<file path="config.mk">
export PLATFORM = sky130hd
export DESIGN_NAME = noc_traffic_node
export DESIGN_NICKNAME = d
export VERILOG_FILES = /design/src/rtl/noc_traffic_node.sv
export SDC_FILE = /design/constraint.sdc
export NUM_CORES = 1
export LEC_CHECK = 0
export CAP_MARGIN = 20
export CORE_MARGIN = 1
export CORE_UTILIZATION = 28
export CTS_CLUSTER_DIAMETER = 50
export DETAILED_ROUTE_END_ITERATION = 12
export RECOVER_POWER = 50
export SLEW_MARGIN = 20
export SYNTH_ARGS = -nofsm -noshare
export SYNTH_HDL_FRONTEND = slang
export SYNTH_SLANG_ARGS = --single-unit
</file>
<file path="constraint.sdc">
create_clock -name noc_clk -period 5.71 [get_ports noc_clk]
set_input_delay 1.142 -clock noc_clk [delete_from_list [all_inputs] [get_ports noc_clk]]
set_output_delay 1.142 -clock noc_clk [all_outputs]
set_load 0.02 [all_outputs]
</file>
<file path="src/rtl/noc_traffic_node.sv">
// NoC traffic endpoint: injects NUM_PKTS self-describing packets toward one router
// and checks header/payload/tail of every packet received on the local port.

`ifndef Noc_Data_Width
`define Noc_Data_Width 64
`endif
`ifndef Noc_ID_X_Width
`define Noc_ID_X_Width 2
`endif
`ifndef Noc_ID_Y_Width
`define Noc_ID_Y_Width 2
`endif
`ifndef Axi_PACK_ORDER_Bit
`define Axi_PACK_ORDER_Bit 16
`endif
`ifndef Noc_Head_H
`define Noc_Head_H 4'hA
`endif
`ifndef Noc_Head_E
`define Noc_Head_E 4'h5
`endif
`ifndef Noc_Tail_H
`define Noc_Tail_H 4'hC
`endif
`ifndef Noc_Tail_E
`define Noc_Tail_E 4'h3
`endif

module noc_traffic_node #(
  parameter logic [`Noc_ID_X_Width-1:0] X_ID      = {`Noc_ID_X_Width{1'b0}},
  parameter logic [`Noc_ID_Y_Width-1:0] Y_ID      = {`Noc_ID_Y_Width{1'b0}},
  parameter logic [`Noc_ID_X_Width-1:0] DEST_X_ID = {`Noc_ID_X_Width{1'b0}},
  parameter logic [`Noc_ID_Y_Width-1:0] DEST_Y_ID = {`Noc_ID_Y_Width{1'b0}},
  parameter int NUM_VC   = 2,
  parameter int PKT_LEN  = 4,
  parameter int NUM_PKTS = 8,
  parameter int GAP      = 0
) (
  input  logic                       noc_clk,
  input  logic                       noc_rst_n,
  input  logic                       send_start,
  input  logic                       rx_hold,
  input  logic [NUM_VC-1:0]          receive_valid,
  output logic [NUM_VC-1:0]          receive_ready,
  input  logic [`Noc_Data_Width-1:0] receive_flit,
  input  logic                       receive_is_header,
  input  logic                       receive_is_tail,
  output logic [NUM_VC-1:0]          sender_valid,
  input  logic [NUM_VC-1:0]          sender_ready,
  output logic [`Noc_Data_Width-1:0] sender_flit,
  output logic                       sender_is_header,
  output logic                       sender_is_tail,
  output logic                       tx_busy,
  output logic                       tx_done,
  output logic [15:0]                rx_pkt_cnt,
  output logic                       rx_err,
  output logic [15:0]                rx_err_cnt
);

  localparam int DW       = `Noc_Data_Width;
  localparam int XW       = `Noc_ID_X_Width;
  localparam int YW       = `Noc_ID_Y_Width;
  localparam int POW      = `Axi_PACK_ORDER_Bit;
  localparam int VCW      = (NUM_VC > 1) ? $clog2(NUM_VC) : 1;
  localparam int HDR_BITS = 4 + 2 * XW + 2 * YW + 2 + POW + 8 + 4;
  localparam int TL_BITS  = 4 + 2 * XW + 2 * YW;
  // Bit positions of the header fields the receiver inspects
  localparam int P_DX     = DW - 5 - XW - YW;
  localparam int P_DY     = P_DX - XW;
  localparam int P_PO     = P_DY - YW - 2;
  localparam int P_HE     = P_PO - POW - 8;

  localparam logic [7:0]     PLEN8    = PKT_LEN[7:0];
  localparam logic [15:0]    LAST_SEQ = 16'(NUM_PKTS - 1);
  localparam logic [7:0]     GAP_LAST = 8'(GAP - 1);
  localparam logic [VCW-1:0] VC_LAST  = VCW'(NUM_VC - 1);

  localparam logic [2:0] ST_IDLE = 3'd0;
  localparam logic [2:0] ST_HDR  = 3'd1;
  localparam logic [2:0] ST_DATA = 3'd2;
  localparam logic [2:0] ST_TAIL = 3'd3;
  localparam logic [2:0] ST_GAP  = 3'd4;

  localparam logic [1:0] RX_HDR  = 2'd0;
  localparam logic [1:0] RX_DATA = 2'd1;
  localparam logic [1:0] RX_TAIL = 2'd2;

  function automatic logic [DW-1:0] make_header(input logic [15:0] seq);
    logic [DW-1:0] f;
    f = {DW{1'b0}};
    f[DW-1 -: HDR_BITS] = {`Noc_Head_H, X_ID, Y_ID, DEST_X_ID, DEST_Y_ID, 2'b00,
                           seq[POW-1:0], PLEN8, `Noc_Head_E};
    return f;
  endfunction

  function automatic logic [DW-1:0] make_tail();
    logic [DW-1:0] f;
    f = {DW{1'b0}};
    f[DW-1 -: TL_BITS] = {`Noc_Tail_H, X_ID, Y_ID, DEST_X_ID, DEST_Y_ID};
    f[3:0] = `Noc_Tail_E;
    return f;
  endfunction

  function automatic logic [DW-1:0] make_data(input logic [15:0] seq, input logic [7:0] idx);
    logic [DW-1:0] f;
    f = {DW{1'b0}};
    f[23:0] = {seq, idx};
    return f;
  endfunction

  function automatic logic [NUM_VC-1:0] vc_onehot(input logic [VCW-1:0] vc);
    logic [NUM_VC-1:0] oh;
    for (int v = 0; v < NUM_VC; v++) begin
      oh[v] = (vc == VCW'(v));
    end
    return oh;
  endfunction

  function automatic logic [VCW-1:0] next_vc(input logic [VCW-1:0] vc);
    return (vc == VC_LAST) ? {VCW{1'b0}} : vc + {{(VCW-1){1'b0}}, 1'b1};
  endfunction

  logic [2:0]     tx_state_r;
  logic [15:0]    tx_seq_r;
  logic [7:0]     tx_idx_r;
  logic [7:0]     gap_cnt_r;
  logic [VCW-1:0] tx_vc_r;
  logic           tx_fire_s;

  assign tx_fire_s = |(sender_valid & sender_ready);

  // TX sequencer: every sender output is a register loaded one step ahead
  always_ff @(posedge noc_clk or negedge noc_rst_n) begin
    if (!noc_rst_n) begin
      tx_state_r       <= ST_IDLE;
      tx_seq_r         <= 16'd0;
      tx_idx_r         <= 8'd0;
      gap_cnt_r        <= 8'd0;
      tx_vc_r          <= {VCW{1'b0}};
      sender_valid     <= {NUM_VC{1'b0}};
      sender_flit      <= {DW{1'b0}};
      sender_is_header <= 1'b0;
      sender_is_tail   <= 1'b0;
      tx_busy          <= 1'b0;
      tx_done          <= 1'b0;
    end else begin
      tx_done <= 1'b0;
      case (tx_state_r)
        ST_IDLE: begin
          if (send_start) begin
            tx_seq_r         <= 16'd0;
            tx_vc_r          <= {VCW{1'b0}};
            sender_valid     <= vc_onehot({VCW{1'b0}});
            sender_flit      <= make_header(16'd0);
            sender_is_header <= 1'b1;
            tx_busy          <= 1'b1;
            tx_state_r       <= ST_HDR;
          end
        end
        ST_HDR: begin
          if (tx_fire_s) begin
            sender_flit      <= make_data(tx_seq_r, 8'd1);
            sender_is_header <= 1'b0;
            tx_idx_r         <= 8'd1;
            tx_state_r       <= ST_DATA;
          end
        end
        ST_DATA: begin
          if (tx_fire_s) begin
            if (tx_idx_r == PLEN8) begin
              sender_flit    <= make_tail();
              sender_is_tail <= 1'b1;
              tx_state_r     <= ST_TAIL;
            end else begin
              tx_idx_r    <= tx_idx_r + 8'd1;
              sender_flit <= make_data(tx_seq_r, tx_idx_r + 8'd1);
            end
          end
        end
        ST_TAIL: begin
          if (tx_fire_s) begin
            sender_is_tail <= 1'b0;
            if (tx_seq_r == LAST_SEQ) begin
              sender_valid <= {NUM_VC{1'b0}};
              sender_flit  <= {DW{1'b0}};
              tx_busy      <= 1'b0;
              tx_done      <= 1'b1;
              tx_state_r   <= ST_IDLE;
            end else begin
              tx_seq_r <= tx_seq_r + 16'd1;
              tx_vc_r  <= next_vc(tx_vc_r);
              if (GAP == 0) begin
                sender_valid     <= vc_onehot(next_vc(tx_vc_r));
                sender_flit      <= make_header(tx_seq_r + 16'd1);
                sender_is_header <= 1'b1;
                tx_state_r       <= ST_HDR;
              end else begin
                sender_valid <= {NUM_VC{1'b0}};
                sender_flit  <= {DW{1'b0}};
                gap_cnt_r    <= 8'd0;
                tx_state_r   <= ST_GAP;
              end
            end
          end
        end
        ST_GAP: begin
          if (gap_cnt_r == GAP_LAST) begin
            sender_valid     <= vc_onehot(tx_vc_r);
            sender_flit      <= make_header(tx_seq_r);
            sender_is_header <= 1'b1;
            tx_state_r       <= ST_HDR;
          end else begin
            gap_cnt_r <= gap_cnt_r + 8'd1;
          end
        end
        default: tx_state_r <= ST_IDLE;
      endcase
    end
  end

  logic [1:0]     rx_state_r [NUM_VC];
  logic [7:0]     rx_idx_r   [NUM_VC];
  logic [15:0]    rx_seq_r   [NUM_VC];
  logic [VCW-1:0] rx_vc_s;
  logic [3:0]     rx_vcnt_s;
  logic           rx_fire_s, rx_bad_s, hdr_ok_s, data_mark_s, tail_ok_s;
  logic [1:0]     cur_state_s, nxt_state_s;
  logic [7:0]     cur_idx_s, nxt_idx_s;
  logic [15:0]    cur_seq_s, nxt_seq_s, rx_po_s;
  logic [DW-1:0]  exp_data_s;
  logic           err_s, pkt_s, rx_err_ev_s, rx_pkt_ev_s;

  // RX checker: decode the VC, classify the flit and compute the next per-VC state
  always_comb begin
    rx_vc_s   = {VCW{1'b0}};
    rx_vcnt_s = 4'd0;
    for (int v = 0; v < NUM_VC; v++) begin
      rx_vc_s   = receive_valid[v] ? VCW'(v) : rx_vc_s;
      rx_vcnt_s = rx_vcnt_s + {3'b000, receive_valid[v]};
    end
    rx_fire_s   = (rx_vcnt_s == 4'd1) && (|(receive_valid & receive_ready));
    rx_bad_s    = (rx_vcnt_s != 4'd1) && (|(receive_valid & receive_ready));
    rx_po_s     = 16'(receive_flit[P_PO -: POW]);
    hdr_ok_s    = receive_is_header && !receive_is_tail &&
                  (receive_flit[DW-1 -: 4] == `Noc_Head_H) &&
                  (receive_flit[P_HE -: 4] == `Noc_Head_E) &&
                  (receive_flit[P_DX -: XW] == X_ID) && (receive_flit[P_DY -: YW] == Y_ID);
    data_mark_s = !receive_is_header && !receive_is_tail;
    tail_ok_s   = receive_is_tail && !receive_is_header &&
                  (receive_flit[DW-1 -: 4] == `Noc_Tail_H) && (receive_flit[3:0] == `Noc_Tail_E);
    cur_state_s = rx_state_r[rx_vc_s];
    cur_idx_s   = rx_idx_r[rx_vc_s];
    cur_seq_s   = rx_seq_r[rx_vc_s];
    exp_data_s  = make_data(cur_seq_s, cur_idx_s);
    nxt_state_s = cur_state_s;
    nxt_idx_s   = cur_idx_s;
    nxt_seq_s   = cur_seq_s;
    err_s       = 1'b0;
    pkt_s       = 1'b0;
    case (cur_state_s)
      RX_HDR: begin
        if (hdr_ok_s) begin
          nxt_state_s = RX_DATA;
          nxt_idx_s   = 8'd1;
          nxt_seq_s   = rx_po_s;
        end else begin
          err_s = 1'b1;
        end
      end
      RX_DATA: begin
        if (data_mark_s) begin
          err_s       = (receive_flit != exp_data_s);
          nxt_idx_s   = cur_idx_s + 8'd1;
          nxt_state_s = (cur_idx_s == PLEN8) ? RX_TAIL : RX_DATA;
        end else if (hdr_ok_s) begin
          err_s       = 1'b1;
          nxt_state_s = RX_DATA;
          nxt_idx_s   = 8'd1;
          nxt_seq_s   = rx_po_s;
        end else begin
          err_s       = 1'b1;
          nxt_state_s = RX_HDR;
        end
      end
      RX_TAIL: begin
        if (tail_ok_s) begin
          pkt_s       = 1'b1;
          nxt_state_s = RX_HDR;
        end else if (hdr_ok_s) begin
          err_s       = 1'b1;
          nxt_state_s = RX_DATA;
          nxt_idx_s   = 8'd1;
          nxt_seq_s   = rx_po_s;
        end else begin
          err_s       = 1'b1;
          nxt_state_s = RX_HDR;
        end
      end
      default: nxt_state_s = RX_HDR;
    endcase
    rx_err_ev_s = (rx_fire_s && err_s) || rx_bad_s;
    rx_pkt_ev_s = rx_fire_s && pkt_s;
  end

  // RX state, ready and counters
  always_ff @(posedge noc_clk or negedge noc_rst_n) begin
    if (!noc_rst_n) begin
      for (int v = 0; v < NUM_VC; v++) begin
        rx_state_r[v] <= RX_HDR;
        rx_idx_r[v]   <= 8'd0;
        rx_seq_r[v]   <= 16'd0;
      end
      receive_ready <= {NUM_VC{1'b0}};
      rx_pkt_cnt    <= 16'd0;
      rx_err        <= 1'b0;
      rx_err_cnt    <= 16'd0;
    end else begin
      receive_ready <= {NUM_VC{~rx_hold}};
      if (rx_fire_s) begin
        rx_state_r[rx_vc_s] <= nxt_state_s;
        rx_idx_r[rx_vc_s]   <= nxt_idx_s;
        rx_seq_r[rx_vc_s]   <= nxt_seq_s;
      end
      if (rx_pkt_ev_s) begin
        rx_pkt_cnt <= rx_pkt_cnt + 16'd1;
      end
      if (rx_err_ev_s) begin
        rx_err <= 1'b1;
        if (rx_err_cnt != 16'hFFFF) begin
          rx_err_cnt <= rx_err_cnt + 16'd1;
        end
      end
    end
  end

endmodule

</file>
==> results of run 1 <==
-- cell type report --
type | instances | area [um^2] | area share
clock buffer | 19 | 443 | 0.0408
inverter | 16 | 60.1 | 0.00554
tap | 390 | 488 | 0.0450
sequential | 162 | 4050 | 0.374
clock inverter | 13 | 118 | 0.0108
timing repair buffer | 166 | 1630 | 0.150
multi-input combinational | 602 | 4060 | 0.374
-- per-stage QoR --
stage | hold WS (ns) | std cells | worst slack [ns]
global route | 0.501 | 1368 | 0.848
global placement | 0.458 | 1336 | 1.21
CTS | 0.473 | 1368 | 1.62
detailed placement | 0.462 | 1336 | 1.16
floorplan | 0.444 | 840 | 2.57
finish | 0.465 | 1368 | 1.63
-- cell usage in the layout, fill, tap and decap left out, types with 19 or more instances in the layout --
cell,instances
sky130_fd_sc_hd__nor4_1,28
sky130_fd_sc_hd__dlygate4sd3_1,28
sky130_fd_sc_hd__nor2_1,35
sky130_fd_sc_hd__mux2_2,38
sky130_fd_sc_hd__xor2_1,34
sky130_fd_sc_hd__xnor2_1,38
sky130_fd_sc_hd__dfrtp_1,162
sky130_fd_sc_hd__conb_1,19
sky130_fd_sc_hd__clkdlybuf4s50_1,129
sky130_fd_sc_hd__o21ai_0,59
sky130_fd_sc_hd__nand3_1,22
sky130_fd_sc_hd__nand2_1,96
sky130_fd_sc_hd__a21oi_1,19
sky130_fd_sc_hd__a22o_1,35
-- power groups by stage --
stage,Sequential [mW],Combinational [mW],Clock [mW]
6_report,1.20,0.244,1.11
5_1_grt,1.20,0.267,1.19
4_1_cts,1.20,0.249,1.14
3_5_place_dp,1.22,0.248,0
3_3_place_gp,1.22,0.247,0
2_1_floorplan,1.24,0.0844,0
-- cell families after synthesis --
logic type / synth area share
AOI/OAI and AO/OA: 0.126
xor gates and xnor gates: 0.0748
adders and majority gates: 0.0163
buffers and inverters: 0.0475
DFF: 0.481
muxes: 0.0880
other: 0.000445
and+or+nand+nor: 0.167
-- flip-flops by register name, indices dropped and copies added, names as in the netlist --
register          cells
rx_idx_r             16
tx_state_r            2
sender_is_tail        1
tx_done               1
tx_seq_r             16
rx_err_cnt           16
sender_valid          2
tx_vc_r               1
tx_idx_r              8
receive_ready         1
rx_seq_r             32
rx_pkt_cnt           16
sender_is_header      1
rx_state_r            4
tx_busy               1
rx_err                1
sender_flit          43
-- path summary, 6_finish.rpt --
check                                           startpoint                          end  slack, ns  cells past startpoint
worst max-delay path                             noc_rst_n  sender_flit[13]$_DFFE_PN0P_       1.63                      2
worst min-delay path            rx_pkt_cnt[15]$_DFFE_PN0P_   rx_pkt_cnt[15]$_DFFE_PN0P_       0.46                      1
worst max register to register   tx_state_r[1]$_DFFE_PN0P_      tx_seq_r[4]$_DFFE_PN0P_       2.67                      7
worst min register to register  rx_pkt_cnt[15]$_DFFE_PN0P_   rx_pkt_cnt[15]$_DFFE_PN0P_       0.46                      1
max in group noc_clk                      receive_valid[1]   rx_err_cnt[14]$_DFFE_PN0P_       1.64                      8
min in group asynchronous                        noc_rst_n   rx_err_cnt[10]$_DFFE_PN0P_       1.90                      1
-- layer usage --
layer,wire [um],vias up,track usage
li1,-,3195,-
met1,10300,3324,0.203
met2,10700,209,0.246
met3,1470,25,0.0361
met4,342,0,0.0453
met5,0,-,0
==> metrics.log, run 1 <==
INFO  metric result_of_the_run = complete, but fails checks
INFO  metric violations = max-capacitance violations, max-slew violations
INFO  metric drv_slew = 66
INFO  metric post-synth-top-area-fraction = 0.481
INFO  metric post_drt_via_cell_ratio = roughly 4.9
INFO  metric ir_worst_vdd = between 0.00015 and 0.0002 V
INFO  metric final_core_utilization = 0.366
INFO  metric cts_setup_buffers = 0
INFO  metric clock_path_buffers = 2
INFO  metric worst_slew_pin_slew = roughly 3.6 ns
INFO  metric crit_buf_inv = 2
INFO  metric power_spent_charging_and_discharging_nets = approximately 0.68 mW
INFO  metric most_area_hungry_cell_type_in_the_yosys_netlist = sky130_fd_sc_hd__dfrtp_1
INFO  metric power_density = 235 nW/um^2
INFO  metric drt_first_pass_iters = 5
INFO  metric setup.worst_path.class = primary input to async pin
INFO  metric largest_net_degree_at_the_start_of_global_routing = 66
INFO  metric route.antenna.remaining_nets = 0
INFO  metric seq_power_share = 0.471
INFO  metric dr_total_vias = 6753
INFO  metric cts-hold-fix-buffers = 0
INFO  metric worst-endpoint-required = between 6 and 7 ns
INFO  metric synth.cell_area = between 8000 and 9000 um^2
INFO  metric slew_headroom = -1.38
INFO  metric number_of_antenna_violations_at_the_first_check_in_global_routing = 0
INFO  metric p_clk_frac = 0.433
INFO  metric cp-start-kind = primary input
INFO  metric p_int = roughly 1.9 mW
INFO  metric hold_path.class = flip-flop to flip-flop
INFO  metric gp_routability_congestion = about 0.9
INFO  metric floorplan_core_area = between 20000 and 30000 um^2
INFO  metric yosys.cell_count.top_type = sky130_fd_sc_hd__dfrtp_1
INFO  metric synth.distinct_cells = between 50 and 60
INFO  metric fin_total_pwr = 2.55 mW
INFO  metric post_synth_main_area_contributors = sky130_fd_sc_hd__dfrtp_1 (48%), sky130_fd_sc_hd__mux2_2 (5.1%), sky130_fd_sc_hd__nand2_1 (4.3%)
INFO  metric tritoncts = done
INFO  metric synth_ff_type = sky130_fd_sc_hd__dfrtp_1
INFO  metric swShare = 0.268
INFO  metric clock_input_transition_at_the_sequential_cells_of_the_worst_setup_and_hold_paths = 0.07 ns
INFO  metric die_y = ~180 um
INFO  metric cap_viol_max_count = 1
INFO  metric clk-insertion-delay-late = about 0.44 ns
INFO  metric crit_path_leading_delay_family = buffers and inverters
INFO  metric path_max_fanout = 65
INFO  metric dieWidth = 176 um
INFO  metric comb_power_share = 0.096
INFO  metric io_pins = between 150 and 200
INFO  metric synth-seq-cells = 162
INFO  metric post_synth_inst_count = 822
INFO  metric crit_chain = clkbuf_1 > buf_4
INFO  metric fp-row-count = 63
INFO  metric arrival = approximately 4.6 ns
INFO  metric die_area = ~30000 um^2
INFO  metric timing_hold_violations_final = 0
INFO  metric dpl.hpwl = between 15000 and 20000 um
INFO  metric finish.instance_area = 10800 um^2
INFO  metric ctsRootBufferMaster = sky130_fd_sc_hd__clkbuf_16
INFO  metric wl_per_cell = ~17 um
INFO  metric clock_skew = around 0.016 ns
INFO  metric number_of_warnings_printed_during_yosys_synthesis = 0
INFO  metric grt_setup_unrepaired = false
INFO  metric grt_overflow_total = 0
INFO  metric antenna-diode-count = 0
INFO  metric cp_slowest_cell = sky130_fd_sc_hd__clkbuf_1
INFO  metric cellLeakagePower = between 4 and 5 nW
INFO  metric synth-seq-area-share = 0.481
INFO  metric final-setup-viol-count = 0
INFO  metric cts_made_buffers = 17
INFO  metric cell_area_placed = between 10000 and 15000 um^2
INFO  metric number_of_sinks_driven_by_the_clock_tree = ~160
INFO  metric number_of_levels_the_h_tree_was_split_into = 4
INFO  metric clock.fmax = 245 MHz
INFO  metric setup.worst_path.end_class = async pin
INFO  metric route.detailed.drc = 0
INFO  metric cpPeakStageDelay = ~2.5 ns
INFO  metric grt_first_pass_wirelength = roughly 37000 um
INFO  metric final.min_clock_period = roughly 4.1 ns
INFO  metric synth-edff-count = 0
INFO  metric drive_gt1_frac = 0.0890
INFO  metric fin_setup_tns = 0 ns
INFO  metric postSynthAreaPerCell = approximately 10 um^2
INFO  metric design.final.nets = 1050
INFO  metric grt_pass1_vias = around 6700
INFO  metric synthArstFlopShare = 1.00
INFO  metric synth.cells.most_frequent = sky130_fd_sc_hd__dfrtp_1 (162), sky130_fd_sc_hd__nand2_1 (96), sky130_fd_sc_hd__o21ai_0 (59)
INFO  metric final_min_period_over_clock_period = 0.714
INFO  metric grt_usage = 0.153
INFO  metric area_growth_syn_to_layout = 28.6%
INFO  metric fillerInstances = between 3000 and 4000
INFO  metric floorplan.initialDensity = 0.285
INFO  metric cts-resized-gates = 0
INFO  metric placement.io_buffers = ~160
INFO  metric routed_wirelength = between 20000 and 25000 um
INFO  metric drt-initial-drc-count = roughly 430
Note: power is estimated with default switching activity, not from simulation.
==> run 2, diff against run 1 <==
clock period = 3.34 ns   (was 5.71 ns; I/O delays follow)
==> metrics.log, run 2 (synthesis gave the netlist of run 1 again) <==
INFO  metric result_of_the_run = complete, but fails checks
INFO  metric violations = max-capacitance violations, max-slew violations
INFO  metric pre_cts_slack = ~0.023 ns
INFO  metric worst_slew_pin_slew = around 1.6 ns
INFO  metric drt-initial-drc-count = about 370
INFO  metric final_min_period_over_clock_period = 0.859
INFO  metric cts-hold-fix-buffers = 0
INFO  metric worst-endpoint-required = 3.64 ns
INFO  metric drive_gt1_frac = 0.114
INFO  metric die_area = roughly 31000 um^2
INFO  metric clock_path_buffers = 2
INFO  metric setup.worst_path.end_class = flip-flop
INFO  metric route.detailed.drc = 0
INFO  metric final-setup-viol-count = 0
INFO  metric fp-row-count = between 60 and 70
INFO  metric drv_slew = 64
INFO  metric ctsRootBufferMaster = sky130_fd_sc_hd__clkbuf_16
INFO  metric final_critical_path_setup_slack = 0.472 ns
INFO  metric power_density = around 400 nW/um^2
INFO  metric clock.fmax = ~350 MHz
INFO  metric largest_reg_flops = between 40 and 50
INFO  metric post_drt_via_cell_ratio = approximately 5
INFO  metric grt_pass1_vias = around 6700
INFO  metric setup.worst_path.class = primary input to flip-flop
INFO  metric final_common_cell = sky130_fd_sc_hd__dfrtp_1
INFO  metric route.antenna.remaining_nets = 0
INFO  metric io_pins = approximately 180
INFO  metric timing_hold_violations_final = 0
INFO  metric floorplan_core_area = 29600 um^2
INFO  metric routed_wirelength = 22800 um
INFO  metric clock_input_transition_at_the_sequential_cells_of_the_worst_setup_and_hold_paths = 0.08 ns
INFO  metric final_cell_mix = sky130_fd_sc_hd__dfrtp_1 (162), sky130_fd_sc_hd__clkdlybuf4s50_1 (125), sky130_fd_sc_hd__nand2_1 (96)
INFO  metric grt_overflow_total = 0
INFO  metric slew_headroom = -0.0784
INFO  metric dpl.hpwl = between 15000 and 20000 um
INFO  metric area_growth_syn_to_layout = 31.3%
INFO  metric antenna-diode-count = 0
INFO  metric largest_net_degree_at_the_start_of_global_routing = 67
INFO  metric cts-resized-gates = 0
INFO  metric crit_buf_inv = 3
INFO  metric number_of_sinks_driven_by_the_clock_tree = between 150 and 200
INFO  metric path_max_fanout = 7
INFO  metric cp_slowest_cell = sky130_fd_sc_hd__nor4_1
INFO  metric hold_path.class = flip-flop to flip-flop
INFO  metric cellLeakagePower = roughly 4.8 nW
INFO  metric fin_setup_tns = 0 ns
INFO  metric crit_chain = clkdlybuf4s50_1 > nor4_1 > nand4_1 > nor4_1 > a41oi_1 > nor4_4 > buf_4 > buf_4 > nor4_1 > xor2_1
INFO  metric arrival = 3.17 ns
INFO  metric cts_setup_buffers = 0
INFO  metric drt_first_pass_iters = 4
INFO  metric die_y = around 180 um
INFO  metric grt_usage = 0.152
INFO  metric design.final.nets = around 1100
INFO  metric ir_worst_vdd = roughly 0.00029 V
INFO  metric cap_viol_max_count = 1
INFO  metric number_of_antenna_violations_at_the_first_check_in_global_routing = 0
INFO  metric largest-register = sender_flit
INFO  metric grt_setup_unrepaired = false
INFO  metric gp_routability_congestion = around 0.86
INFO  metric cts_made_buffers = 17
INFO  metric clk-insertion-delay-late = roughly 0.43 ns
INFO  metric placement.io_buffers = 159
INFO  metric fin_total_pwr = about 4.4 mW
INFO  metric cpPeakStageDelay = 0.48 ns
INFO  metric number_of_levels_the_h_tree_was_split_into = 4
INFO  metric floorplan.initialDensity = 0.285
INFO  metric cell_area_placed = about 11000 um^2
INFO  metric dieWidth = ~180 um
INFO  metric worst_path_most_repeated_cell = sky130_fd_sc_hd__nor4_1
INFO  metric wl_per_cell = between 15 and 20 um
INFO  metric finish.instance_area = 11100 um^2
INFO  metric tritoncts = done
INFO  metric dr_total_vias = 6799
INFO  metric grt_first_pass_wirelength = approximately 37000 um
INFO  metric reg2reg_setup_slack = around 0.6 ns
INFO  metric clock_skew = 0.0151 ns
INFO  metric cp-start-kind = primary input
INFO  metric final.min_clock_period = ~2.9 ns
INFO  metric top_regs = sender_flit: 43 flops, rx_seq_r: 32 flops
INFO  metric crit_path_leading_delay_family = simple AND/OR/NAND/NOR gates
==> run 2: stage by stage <==
step	std cells	hold slack, ns	utilization
2_1_floorplan	840	0.372	-
3_3_place_gp	1366	0.463	0.355
3_5_place_dp	1366	0.465	0.355
4_1_cts	1398	0.230	0.375
5_1_grt	1398	0.493	0.374
6_report	1398	0.470	0.374
==> run 2: where the power goes <==
group	total [mW]	switching, mW	internal [mW]	leakage, nW
Combinational	0.424	0.225	0.199	2.36
Clock	1.96	0.899	1.06	0.279
Sequential	2.05	0.0521	2.00	2.20
==> run 2: final timing paths <==
path / from / to / cells after the start
max in group asynchronous: noc_rst_n / tx_seq_r[14]$_DFFE_PN0P_ / 2
max reg2reg: tx_idx_r[0]$_DFFE_PN0P_ / sender_flit[17]$_DFFE_PN0P_ / 8
min reg2reg: rx_pkt_cnt[15]$_DFFE_PN0P_ / rx_pkt_cnt[15]$_DFFE_PN0P_ / 1
min: rx_pkt_cnt[15]$_DFFE_PN0P_ / rx_pkt_cnt[15]$_DFFE_PN0P_ / 1
max: receive_flit[62] / rx_err_cnt[6]$_DFFE_PN0P_ / 10
min in group asynchronous: noc_rst_n / rx_err_cnt[15]$_DFFE_PN0P_ / 1
==> run 2: per-layer routing <==
layer / part of all wire / track usage / up-vias
met5: 0 / 0 / -
met4: 0.0093 / 0.0399 / 0
met3: 0.058 / 0.0338 / 17
met2: 0.47 / 0.245 / 188
met1: 0.46 / 0.206 / 3332
li1: - / - / 3262
==> run 2: final cells by class <==
cell class / count / area [um^2]
Clock buffer: 19 / 433
Clock inverter: 13 / 141
Fill cell: 2975 / 18600
Inverter: 16 / 60.1
Multi-Input combinational cell: 602 / 4050
Sequential cell: 162 / 4050
Tap cell: 390 / 488
Timing Repair Buffer: 196 / 1840
